--- config.mk ---
export PLATFORM = sky130hd
export DESIGN_NAME = memwb_pipe_reg
export DESIGN_NICKNAME = d
export VERILOG_FILES = /design/src/rtl/memwb_pipe_reg.sv
export SDC_FILE = /design/constraint.sdc
export NUM_CORES = 1
export LEC_CHECK = 0
export ABC_AREA = 0
export ABC_CLOCK_PERIOD_IN_PS = 3300
export BUFFER_PORTS_ARGS = -buffer_cell sky130_fd_sc_hd__buf_4
export CORE_MARGIN = 2
export CORE_UTILIZATION = 55
export DETAILED_ROUTE_END_ITERATION = 8
export PLACE_DENSITY = 0.85
export SLEW_MARGIN = 20
export SYNTH_ARGS = -nofsm -noshare
export SYNTH_HDL_FRONTEND = slang
export SYNTH_SLANG_ARGS = --single-unit
--- constraint.sdc ---
create_clock -name clk -period 3.3 [get_ports clk]
set_clock_uncertainty 0.15 [all_clocks]
set_input_delay 0.165 -clock clk [delete_from_list [all_inputs] [get_ports clk]]
set_output_delay 0.165 -clock clk [all_outputs]
set_load 0.01 [all_outputs]
--- src/rtl/memwb_pipe_reg.sv ---
// MEM/WB pipeline register with valid/ready handshake, flush, optional
// 2-entry skid buffer, writeback select and forwarding tap.
module memwb_pipe_reg #(
    parameter int DWIDTH = 32,
    parameter int AWIDTH = 32,
    parameter int RWIDTH = 5,
    parameter int IWIDTH = 32,
    parameter int SKID   = 1
) (
    input  logic              clk,
    input  logic              rst,
    input  logic              flush,
    input  logic              in_valid,
    output logic              in_ready,
    input  logic [1:0]        memtoregin,
    input  logic              regwrin,
    input  logic              finin,
    input  logic [RWIDTH-1:0] regdstmuxin,
    input  logic [DWIDTH-1:0] aluoutin,
    input  logic [DWIDTH-1:0] dmdatain,
    input  logic [AWIDTH-1:0] pcnextin,
    input  logic              negativein,
    input  logic [IWIDTH-1:0] insin,
    output logic              out_valid,
    input  logic              out_ready,
    output logic [1:0]        memtoregout,
    output logic              regwrout,
    output logic              finout,
    output logic [RWIDTH-1:0] regdstmuxout,
    output logic [DWIDTH-1:0] aluoutout,
    output logic [DWIDTH-1:0] dmdataout,
    output logic [AWIDTH-1:0] pcnextout,
    output logic              negativeout,
    output logic [IWIDTH-1:0] insout,
    output logic [DWIDTH-1:0] wbdata,
    output logic              fwd_en,
    output logic [RWIDTH-1:0] fwd_reg,
    output logic [DWIDTH-1:0] fwd_data,
    output logic [1:0]        count
);

    typedef struct packed {
        logic [1:0]        memtoreg;
        logic              regwr;
        logic              fin;
        logic [RWIDTH-1:0] regdst;
        logic [DWIDTH-1:0] aluout;
        logic [DWIDTH-1:0] dmdata;
        logic [AWIDTH-1:0] pcnext;
        logic              negative;
        logic [IWIDTH-1:0] ins;
    } ent_t;

    ent_t in_e;
    ent_t head_q;
    logic head_v;
    logic skid_v;
    logic acc;
    logic cons;

    assign in_e = '{
        memtoreg: memtoregin,
        regwr:    regwrin,
        fin:      finin,
        regdst:   regdstmuxin,
        aluout:   aluoutin,
        dmdata:   dmdatain,
        pcnext:   pcnextin,
        negative: negativein,
        ins:      insin
    };

    assign acc  = in_valid & in_ready;
    assign cons = head_v & out_ready;

    generate
        if (SKID != 0) begin : g_skid
            ent_t skid_q;
            logic sv;

            assign skid_v   = sv;
            assign in_ready = !sv;

            // Head/skid pair: skid only fills while the head is stalled,
            // and always drains into the head first to keep FIFO order.
            always_ff @(posedge clk) begin
                if (rst) begin
                    head_v <= 1'b0;
                    sv     <= 1'b0;
                    head_q <= '0;
                    skid_q <= '0;
                end else if (flush) begin
                    head_v <= 1'b0;
                    sv     <= 1'b0;
                end else if (cons) begin
                    if (sv) begin
                        head_q <= skid_q;
                        sv     <= 1'b0;
                    end else if (acc) begin
                        head_q <= in_e;
                    end else begin
                        head_v <= 1'b0;
                    end
                end else if (acc) begin
                    if (!head_v) begin
                        head_q <= in_e;
                        head_v <= 1'b1;
                    end else begin
                        skid_q <= in_e;
                        sv     <= 1'b1;
                    end
                end
            end
        end else begin : g_single
            assign skid_v   = 1'b0;
            assign in_ready = !head_v | out_ready;

            // Single entry: a same-cycle consume and accept replaces the
            // head so streaming runs without a bubble.
            always_ff @(posedge clk) begin
                if (rst) begin
                    head_v <= 1'b0;
                    head_q <= '0;
                end else if (flush) begin
                    head_v <= 1'b0;
                end else if (acc) begin
                    head_q <= in_e;
                    head_v <= 1'b1;
                end else if (cons) begin
                    head_v <= 1'b0;
                end
            end
        end
    endgenerate

    assign out_valid    = head_v;
    assign memtoregout  = head_q.memtoreg;
    assign regwrout     = head_q.regwr;
    assign finout       = head_q.fin;
    assign regdstmuxout = head_q.regdst;
    assign aluoutout    = head_q.aluout;
    assign dmdataout    = head_q.dmdata;
    assign pcnextout    = head_q.pcnext;
    assign negativeout  = head_q.negative;
    assign insout       = head_q.ins;

    // Writeback word selected from the head entry only.
    always_comb begin
        wbdata = '0;
        unique case (head_q.memtoreg)
            2'b00:   wbdata = head_q.aluout;
            2'b01:   wbdata = head_q.dmdata;
            2'b10:   wbdata = DWIDTH'(head_q.pcnext);
            default: wbdata = DWIDTH'(head_q.negative);
        endcase
    end

    assign fwd_en   = head_v & head_q.regwr & (head_q.regdst != '0);
    assign fwd_reg  = head_q.regdst;
    assign fwd_data = wbdata;

    assign count = {1'b0, head_v} + {1'b0, skid_v};

endmodule

* Yosys cells after proc, flatten, opt, wreduce, memory -nomap -nowiden
Index checks and enable logic that the tools add are counted.
** Word-level totals
- Bits in registers :: 278
- Input bits :: 143
- Output and inout port bits :: 212
- Word-level logic and storage cells :: 53
** Cells by class
- Add/subtract/negate cells :: 1
- Equality and inequality tests :: 5
- Muxes and demuxes :: 10
- Bitwise logic cells :: 6
- Reductions and logical operators :: 11
** Operator list (number)
- two-way mux 138 bit :: 5
- case mux 32 bit (3 select lines) :: 1
- AND reduction 4 bit :: 2
- nonzero test 5 bit :: 1
- AND 1 bit :: 4
- two-way mux 1 bit :: 4
- != test 2 bit, second input constant :: 2
- nonzero test 2 bit :: 2
- AND reduction 3 bit :: 1
- OR reduction 3 bit :: 1
- adder 1 x 1 -> 2 bit :: 1
- equality test 2 x 1 -> 1 bit, second input constant :: 1
- equality test 2 bit, second input constant :: 1
- logical NOT 2 bit :: 1
- != test 2 x 1 -> 1 bit, second input constant :: 1
- NOT 1 bit :: 2
- AND reduction 2 bit :: 1
- OR reduction 2 bit :: 1
- logical NOT 1 bit :: 1

* Depth between registers and ports, before layout
Gate-level depths: netlist of the first run.
- Depth in word-level cells :: 5
- Depth in mapped cells :: 7
- Mapped depth without buffers :: 4

* Least setup slack after synthesis of the first run
OpenSTA, ideal clock, no wires.
- Path type :: reg-to-output
- Start point :: register head_q (netlist bit memtoregout[0])
- End point :: output wbdata[12]
- Data arrival time :: 1784 ps
- Data required time :: 2985 ps
- Path slack :: 1201 ps
- Cell stages (with the launch flop) :: 6
- Path through :: dfxtp_1 -> clkbuf_1 -> buf_1 -> mux2i_1 -> o21ai_0 -> buf_4
** Between the ends
- Longest elaborated chain between the ends :: 2
** RTL lines
- start: declaration :: RTL line 55 : ent_t head_q;
- start signal: assignment :: RTL line 97 : head_q <= skid_q;
- start signal: assignment :: RTL line 100 : head_q <= in_e;
- start signal: assignment :: RTL line 106 : head_q <= in_e;
- equality test 2 bit (tied with other cells) :: RTL line 150 : unique case (head_q.memtoreg)
- case mux 32 bit (3 select lines) * :: RTL line 150
- end: declaration :: RTL line 35 : output logic [DWIDTH-1:0] wbdata,
Mark *: on every way between the ends. The rest lies on a longest branch, timed or not.

* Worst setup path after layout of the first run
- Start point :: register head_q (netlist bit memtoregout[0])
- End point :: output wbdata[17]
The elaborated chain is that of the path after synthesis.

==> flow_summary.yaml, run 1 <==
status:
  status: "complete, no violations"
cells_and_area:
  fillers: 1321
  drive_gt1_share_pct: 21.9
  area_growth_pct: 41.3
  largest_reg_flops: 138
  final_cells: 2200
  finalNetCount: 2043
  largest-register: "g_skid.skid_q"
worst_setup_path:
  critical_path_class: "reg2out"
  rr_startpoint: "out_valid$_SDFFE_PP0P_"
  crit_family: "simple AND/OR/NAND/NOR gates"
  crit_arrival_ps: 2370
  crit_path_end_kind: "output port"
  worstPathBufferInverterCount: 1
  cp_slowest_cell: "nor2b_4"
  critPathLaunch: "memtoregout[0]$_SDFFE_PP0P_"
  critPathLaunchType: "flip-flop"
  cp_slowest_stage_delay_ps: 790
  path_max_fanout: 31
  cp.required_ps: 2980
  critical_path.cell_chain: "nor2b_4 -> nand2_1 -> o21ai_0 -> buf_4"
routing:
  highest_layer: "met4"
  wl_met3_um: 3580
  route.vias.total: 12600
  drt_iter0_markers: 882
  drt-met1-wl_um: 15000
  drc_errors: 0
  wl_per_cell_um: 18.2
  wl_met2_um: 19300
  vias_per_cell: 5.75
  firstDrtPassIters: 5
  wirelength_um: 40100
  ant_nets: 0
floorplanning:
  chipWidth_um: 149
  core-area_sq_um: 20900
  num_rows: 53
  io_pins: 355
  start_util_pct: 55.6
  die_height_um: 149
  die_area_sq_um: 22300
synthesis:
  seq_area_frac_synth_pct: 47.9
  postSynthRegisterBits: 278
  yosysWarnings: 0
  synth_area_per_cell_sq_um: 7.61
  synth_cell_types: 23
  synth_top_cell_by_area: "dfxtp_1"
  yosysTopAreaCellShare_pct: 47.9
  synth.area.top_cells: "dfxtp_1 48%, nand2_1 19%, a311oi_1 10%"
  synthCells: 1527
  syn-num-nets: 1671
  netlist_area_sq_um: 11600
clock_tree:
  cts_resized: 0
  clockBufferDepth: 3
  cts_tree: "built"
  path_clk_slew_ps: 60
  clkSinkCount: 278
  clkLatencyLatePin_ps: 540
  cts_root_buffer: "clkbuf_16"
  cts_buffers: 28
  cts_htree_levels: 1
min_path:
  hold_path.startpoint: "insin[6]"
  hold_class: "in2reg"
placed_design:
  port_buffers: 354
  hpwl_um: 23400
  pre_cts_ws_ps: 954
  globalplace.congestion: 0.866
  dp_cells: 2002
timing:
  finalCritPeriodShare_pct: 81.4
  hold_viol: 0
  rsz0062_at_grt: "no"
  finalSetupViolCount: 0
  setup_tns_ps: 0
  setup_ws_ps: 612
  maxSlewHeadroom_pct: 26.9
  final.min_clock_period_ps: 2690
  worst_pin_slew_ps: 1100
  maxSlewViolCount: 0
  fmax_ghz: 0.372
pwr:
  leakage_nw: 6.60
  p_comb_share_pct: 15.2
  p_clk_share_pct: 40.0
  p_int_mw: 6.06
  total_power_mw: 8.11
  vdd_drop_max_mv: 0.390
  p_seq_share_pct: 44.7
  swShare_pct: 25.3
  p_switching_mw: 2.05
  power.density_nw_per_um2: 494
global_routing:
  grt_overflow: 0
  grt_usage_pct: 34.0
  grt_pass1_vias: 11900
  antenna_found_initial: 3
  grt_max_degree: 167
  grt_pass1_wl_um: 61300
flow_run:
  drv_cap: 0
[placed cells by master, fill, tap and decap left out, types with 9 or more instances in the layout]
| cell | synthesis | routed |
|---|---|---|
| a21oi_1 | 140 | 140 |
| a311oi_1 | 138 | 138 |
| buf_4 | 49 | 361 |
| clkbuf_16 | 0 | 29 |
| clkbuf_8 | 0 | 9 |
| dfxtp_1 | 278 | 277 |
| dlygate4sd3_1 | 0 | 142 |
| mux2i_1 | 31 | 31 |
| nand2_1 | 585 | 585 |
| nor2_1 | 141 | 140 |
| o21ai_0 | 31 | 31 |
[cells in the mapped netlist, drive strengths merged]
cell type	n
or3	1
nor2	141
mux4	1
or2	1
a2111oi	1
and3	1
buf	72
inv	1
nor3	1
nand2	585
a211oi	1
clkbuf	97
nand3	2
nor2b	2
o21ai	31
ha	1
a311oi	138
a21oi	140
dfxtp	278
mux2i	31
o311a	1
[kinds of logic after synthesis]
| logic type | after synthesis | synth area share (%) |
|---|---|---|
| simple gates | 734 | 23.8 |
| compound gates | 312 | 18.0 |
| flops | 278 | 47.9 |
| buf+inv | 170 | 7.28 |
| mux | 32 | 2.86 |
| fa+ha+maj | 1 | 0.108 |
[layer usage]
| metal | GRT usage (%) | vias to the layer above |
|---|---|---|
| li1 | - | 5872 |
| met1 | 40.6 | 5910 |
| met2 | 57.0 | 699 |
| met3 | 8.17 | 168 |
| met4 | 17.4 | 0 |
| met5 | 0 | - |
[cell type report]
class / instances / area, sq um / area share [%]
diodes: 4 / 10.0 / 0.0609
clock inverters: 7 / 85.1 / 0.518
inverters: 1 / 3.75 / 0.0229
flip-flops and latches: 278 / 5570 / 33.9
repair buffers: 511 / 4290 / 26.1
well taps: 275 / 344 / 2.09
multi-input cells: 1079 / 5270 / 32.1
clock buffers: 45 / 866 / 5.27
[power groups by stage]
stage | Combinational (mW) | Sequential (mW) | Clock (mW)
floorplan | 0.499 | 3.70 | 0
global placement | 1.04 | 3.69 | 0
detailed placement | 1.06 | 3.69 | 0
CTS | 1.21 | 3.62 | 3.27
global route | 1.32 | 3.64 | 3.41
finish | 1.24 | 3.63 | 3.25
[worst min-delay path: stages]
cell and delay, ps:
dlygate4sd3_1 530, buf_4 100, nand2_1 40, a21oi_1 100
[stage by stage]
step	area (sq um)	utilization [%]	hold slack (ps)
after global routing	16400	78.6	300
final	16400	78.6	282
after detailed placement	14000	67.2	246
after floorplan	11600	-	94.3
after global placement	14000	67.2	240
after CTS	16400	78.6	267
[what timing repair did]
item                      4_1_cts  5_1_grt
setup buffers                   0        0
hold buffers                  142        0
hold endpoints to repair      278        0
[final timing paths]
kind / end / slack [ps] / cells past startpoint
worst min-delay path: g_skid.skid_q[6]$_SDFFE_PP0P_ / 280 / 4
worst max register to register: insout[2]$_SDFFE_PP0P_ / 810 / 5
worst min register to register: g_skid.skid_q[123]$_SDFFE_PP0P_ / 300 / 2
worst max-delay path: wbdata[17] / 610 / 4
Note: power is estimated with default switching activity, not from simulation.
==> inputs of run 2 (changes only) <==
Settings changed: ABC_CLOCK_PERIOD_IN_PS 3300 to 2580, CORE_UTILIZATION 55 to 52, PLACE_DENSITY 0.85 to 0.81.
Clock period 3.3 ns to 2.58 ns, I/O delays scaled along.
==> run 2 against run 1 <==
Global-route usage down 1.4 points. Register-to-register slack lost 530 ps. Final cell count is 0.64% higher. Sequential power rose by 28%. Combinational power increased by 29%. Via count decreased by 1.1%. First-iteration DRC count grew 26%. Die area grew 5.6%. Largest power group unchanged.
==> flow_summary.yaml, run 2 (synthesized netlist as in run 1, its figures left out) <==
min_path:
  hold_depth: 2
  hold_class: "in2reg"
timing:
  maxSlewViolCount: 0
  finalCritPeriodShare_pct: 95.9
  setup_ws_ps: 107
  finalSetupViolCount: 0
  hold_viol: 0
  fmax_ghz: 0.404
  worst_pin_slew_ps: 864
  rsz0062_at_grt: "no"
  hold_ws_ps: 135
  final.min_clock_period_ps: 2470
  maxSlewHeadroom_pct: 42.4
  setup_tns_ps: 0
worst_setup_path:
  crit_top_cell: "buf_4"
  critical_path_class: "reg2out"
  path_max_fanout: 13
  cp_slowest_cell: "dfxtp_2"
  critPathLaunchType: "flip-flop"
  cp.required_ps: 2300
  cp_slowest_stage_delay_ps: 510
  crit_arrival_ps: 2190
  critical_path.cell_chain: "buf_4 -> mux2i_1 -> o21ai_0 -> buf_4"
  crit_path_end_kind: "output port"
  ff2ff_path_depth: 6
floorplanning:
  die_height_um: 154
  chipWidth_um: 154
  io_pins: 355
  core-area_sq_um: 21900
  num_rows: 54
  die_area_sq_um: 23600
  start_util_pct: 53.1
clock_tree:
  cts_root_buffer: "clkbuf_16"
  cts_buffers: 29
  clockBufferDepth: 3
  cts_htree_levels: 1
  path_clk_slew_ps: 60
  post_cts_buffers: 0
  cts_tree: "built"
  clkSinkCount: 278
  clkLatencyLatePin_ps: 530
placed_design:
  port_buffers: 354
  dpl_cell_area_sq_um: 14200
  globalplace.congestion: 0.845
  pre_cts_ws_ps: 384
  hpwl_um: 24700
routing:
  route.vias.total: 12500
  vias_per_cell: 5.65
  wirelength_um: 40500
  ant_nets: 0
  firstDrtPassIters: 5
  drt_iter0_markers: 1107
  wl_per_cell_um: 18.3
  drc_errors: 0
cells_and_area:
  drive_gt1_share_pct: 22.2
  largest_reg_flops: 138
  layout_commonest_cell: "nand2_1"
  area_growth_pct: 42.3
  largest-register: "g_skid.skid_q"
  postLayoutCellArea_sq_um: 16500
  finalNetCount: 2054
  mostFrequentLayoutCells: "585 x nand2_1, 365 x buf_4, 277 x dfxtp_1, 142 x dlygate4sd3_1"
global_routing:
  grt_pass1_wl_um: 63300
  grt_overflow: 0
  grt_usage_pct: 32.6
  grt_pass1_vias: 11900
  antenna_found_initial: 2
  grt_max_degree: 127
status:
  status: "complete, no violations"
pwr:
  vdd_drop_max_mv: 0.603
  power.density_nw_per_um2: 621
  leakage_nw: 6.66
  total_power_mw: 10.3
flow_run:
  drv_cap: 0
## run 2: cell types whose count changed in the layout (fill, tap and decap cells not counted), sizes merged
cell and change:
diode -1, clkbuf -1, buf +10, inv +2, bufinv -1
## run 2: metrics by stage
stage,instances,util [%]
final,2214,75.5
after global routing,2212,75.5
after CTS,2211,75.5
after detailed placement,2017,64.8
after global placement,2017,64.8
after floorplan,1527,-
## run 2: worst paths after layout
check                                        from                              end  slack [ps]
setup / recovery      memtoregout[0]$_SDFFE_PP0P_                       wbdata[14]         110
hold / removal                                rst  g_skid.skid_q[122]$_SDFFE_PP0P_         130
setup reg to reg           out_valid$_SDFFE_PP0P_          fwd_reg[0]$_SDFFE_PP0P_         280
hold reg to reg   g_skid.skid_q[100]$_SDFFE_PP0P_  g_skid.skid_q[100]$_SDFFE_PP0P_         300
## run 2: cell type report
cell class	count	area, sq um
Clock inverter	8	75.1
Timing Repair Buffer	521	4440
Clock buffer	44	832
Antenna cell	3	7.51
Inverter	1	3.75
Fill cell	1537	5360
Sequential cell	278	5570
Tap cell	280	350
Multi-Input combinational cell	1079	5270
## run 2: power breakdown
group / leakage [nW] / total, mW / switching [mW] / internal, mW
sequential: 2.27 / 4.64 / 0.171 / 4.47
combinational: 3.95 / 1.60 / 0.794 / 0.811
clock: 0.449 / 4.02 / 1.70 / 2.32
## run 2: per-layer routing
layer	vias up	track usage, %	part of all wire, %
met1	5823	40.7	38
met5	-	0	0
li1	5882	-	-
met3	139	6.26	8.4
met2	661	54.7	48
met4	0	15.3	5.2
## run 2: timing repair
| action | CTS | global route |
|---|---|---|
| hold buffers | 142 | 0 |
| gates resized for setup | 1 | 0 |
| endpoints found under the hold margin | 278 | 0 |
| setup endpoints to repair | 6 | 0 |
## run 2: critical path: cells and delay by family (launching register included)
family,cells,cell delay (ps)
flops,1,510
compound gates,1,180
buf+inv,2,530
mux,1,420
==> inputs of run 3 (changes only) <==
Settings changed: GPL_TIMING_DRIVEN set to 0.
==> run 3 against run 2 <==
Combinational power is 8% higher. Highest routed layer unchanged. Global-route usage up 3.1 points. Setup slack got worse by 91 ps. Critical endpoint is now wbdata[28].
==> flow_summary.yaml, run 3 (synthesized netlist as in run 1, its figures left out) <==
pwr:
  p_comb_share_pct: 16.7
  vdd_drop_max_mv: 0.532
  p_int_mw: 7.65
  p_clk_share_pct: 38.3
  power.density_nw_per_um2: 610
  leakage_nw: 6.96
  total_power_mw: 10.4
  swShare_pct: 26.2
  p_switching_mw: 2.71
  p_seq_share_pct: 45.0
clock_tree:
  path_clk_slew_ps: 60
  cts_htree_levels: 1
  post_cts_buffers: 0
  cts_tree: "built"
  clkSinkCount: 278
  cts_root_buffer: "clkbuf_16"
  clockBufferDepth: 3
  cts_buffers: 28
  clkLatencyLatePin_ps: 540
cells_and_area:
  largest_reg_flops: 138
  regArea_sq_um: 5570
  drive_gt1_share_pct: 23.2
  layout_commonest_cell: "nand2_1"
  final_cells: 2351
  finalNetCount: 2196
  fillers: 1542
  area_growth_pct: 46.1
  largest-register: "g_skid.skid_q"
  multiInputGateArea_sq_um: 5230
  mostFrequentLayoutCells: "585 x nand2_1, 402 x buf_4, 277 x dfxtp_1, 142 x dlygate4sd3_1, 141 x nor2_1"
placed_design:
  pre_cts_ws_ps: -313
  dp_cells: 2160
  port_buffers: 353
  globalplace.congestion: 0.882
  hpwl_um: 31100
global_routing:
  antenna_found_initial: 2
  grt_pass1_wl_um: 67900
  grt_overflow: 0
  grt_usage_pct: 35.8
  grt_pass1_vias: 12600
  grt_max_degree: 14
worst_setup_path:
  path_max_fanout: 10
  crit_path_end_kind: "output port"
  path_depth: 6
  critical_path.cell_chain: "clkbuf_4 -> buf_6 -> mux2i_2 -> o21ai_0 -> buf_4 -> buf_4"
  worstPathBufferInverterCount: 4
  critical_path_class: "reg2out"
  crit_family: "buffers and inverters"
  cp_slowest_stage_delay_ps: 350
  ff2ff_path_depth: 6
  crit_arrival_ps: 2290
  cp_slowest_cell: "dfxtp_1"
  crit_top_cell: "buf_4"
  cp.required_ps: 2300
  critPathLaunchType: "flip-flop"
timing:
  hold_ws_ps: 160
  fmax_ghz: 0.390
  final.min_clock_period_ps: 2560
  maxSlewViolCount: 0
  rsz0062_at_grt: "no"
  worst_pin_slew_ps: 935
  finalSetupViolCount: 0
  maxSlewHeadroom_pct: 37.6
  setup_ws_ps: 15.5
  hold_viol: 0
  finalCritPeriodShare_pct: 99.4
routing:
  route.vias.total: 13300
  vias_per_cell: 5.67
  wl_per_cell_um: 19.1
  firstDrtPassIters: 8
  wl_met3_um: 4120
  ant_nets: 0
  drt_iter0_markers: 1138
  wl_met2_um: 21800
  wirelength_um: 45000
  highest_layer: "met4"
  drt-met1-wl_um: 16800
  drc_errors: 0
floorplanning:
  num_rows: 54
  die_height_um: 154
  io_pins: 355
  die_area_sq_um: 23600
  chipWidth_um: 154
  start_util_pct: 53.1
  core-area_sq_um: 21900
status:
  status: "complete, no violations"
min_path:
  hold_depth: 6
  hold_class: "in2reg"
flow_run:
  drv_cap: 0
run 3: changes by cell type in the layout (fill, tap and decap cells not counted), moves of 4 or more:
cell,change
clkbuf_2,+4
buf_4,+37
clkbuf_1,+85
buf_12,-13
buf_2,+20
run 3: per-layer routing:
layer	track usage, %	vias to the layer above
li1	-	6154
met1	43.4	6228
met2	61.9	778
met3	6.29	159
met4	16.4	0
met5	0	-
run 3: layout make-up:
class,instances,area share (%)
flip-flops and latches,278,32.8
clock inverters,3,0.103
clock buffers,44,5.13
inverters,1,0.0221
repair buffers,495,24.0
plain buffers,169,5.15
diodes,2,0.0295
multi-input cells,1079,30.8
well taps,280,2.06
run 3: timing repair:
action,4_1_cts,5_1_grt
hold buffers,142,0
hold endpoints to repair,278,0
gates cloned,0,0
endpoints found under the setup margin,70,49
gates resized for setup,24,11
run 3: through the flow:
step	utilization, %	setup TNS (ps)	instance area [sq um]
6_report	77.6	0	17000
5_1_grt	77.6	0	17000
4_1_cts	77.5	-83.2	17000
3_5_place_dp	66.8	-2480	14600
3_3_place_gp	66.8	-1670	14600
2_1_floorplan	-	0	11600
run 3: worst paths after layout:
kind | from | endpoint | slack, ps
min reg2reg | g_skid.skid_q[124]$_SDFFE_PP0P_ | g_skid.skid_q[124]$_SDFFE_PP0P_ | 300
max reg2reg | g_skid.sv$_SDFFE_PP0P_ | g_skid.skid_q[12]$_SDFFE_PP0P_ | 90
max | memtoregout[0]$_SDFFE_PP0P_ | wbdata[28] | 20
min | in_valid | aluoutout[11]$_SDFFE_PP0P_ | 160
run 3: worst reg2reg max path, cell delays in order, from the launching register on:
cell and delay (ps):
dfxtp_1 480, nor2b_1 120, nand3_1 150, clkbuf_1 680, clkbuf_1 470, nand2_1 160
a21oi_1 210
run 3: power groups by stage:
stage                     Combinational (mW)  Clock [mW]  Sequential (mW)
after floorplan                        0.638           0             4.74
after global placement                  1.48           0             4.73
after detailed placement                1.50           0             4.74
after CTS                               1.70        3.98             4.65
after global routing                    1.84        4.16             4.66
final                                   1.73        3.97             4.66
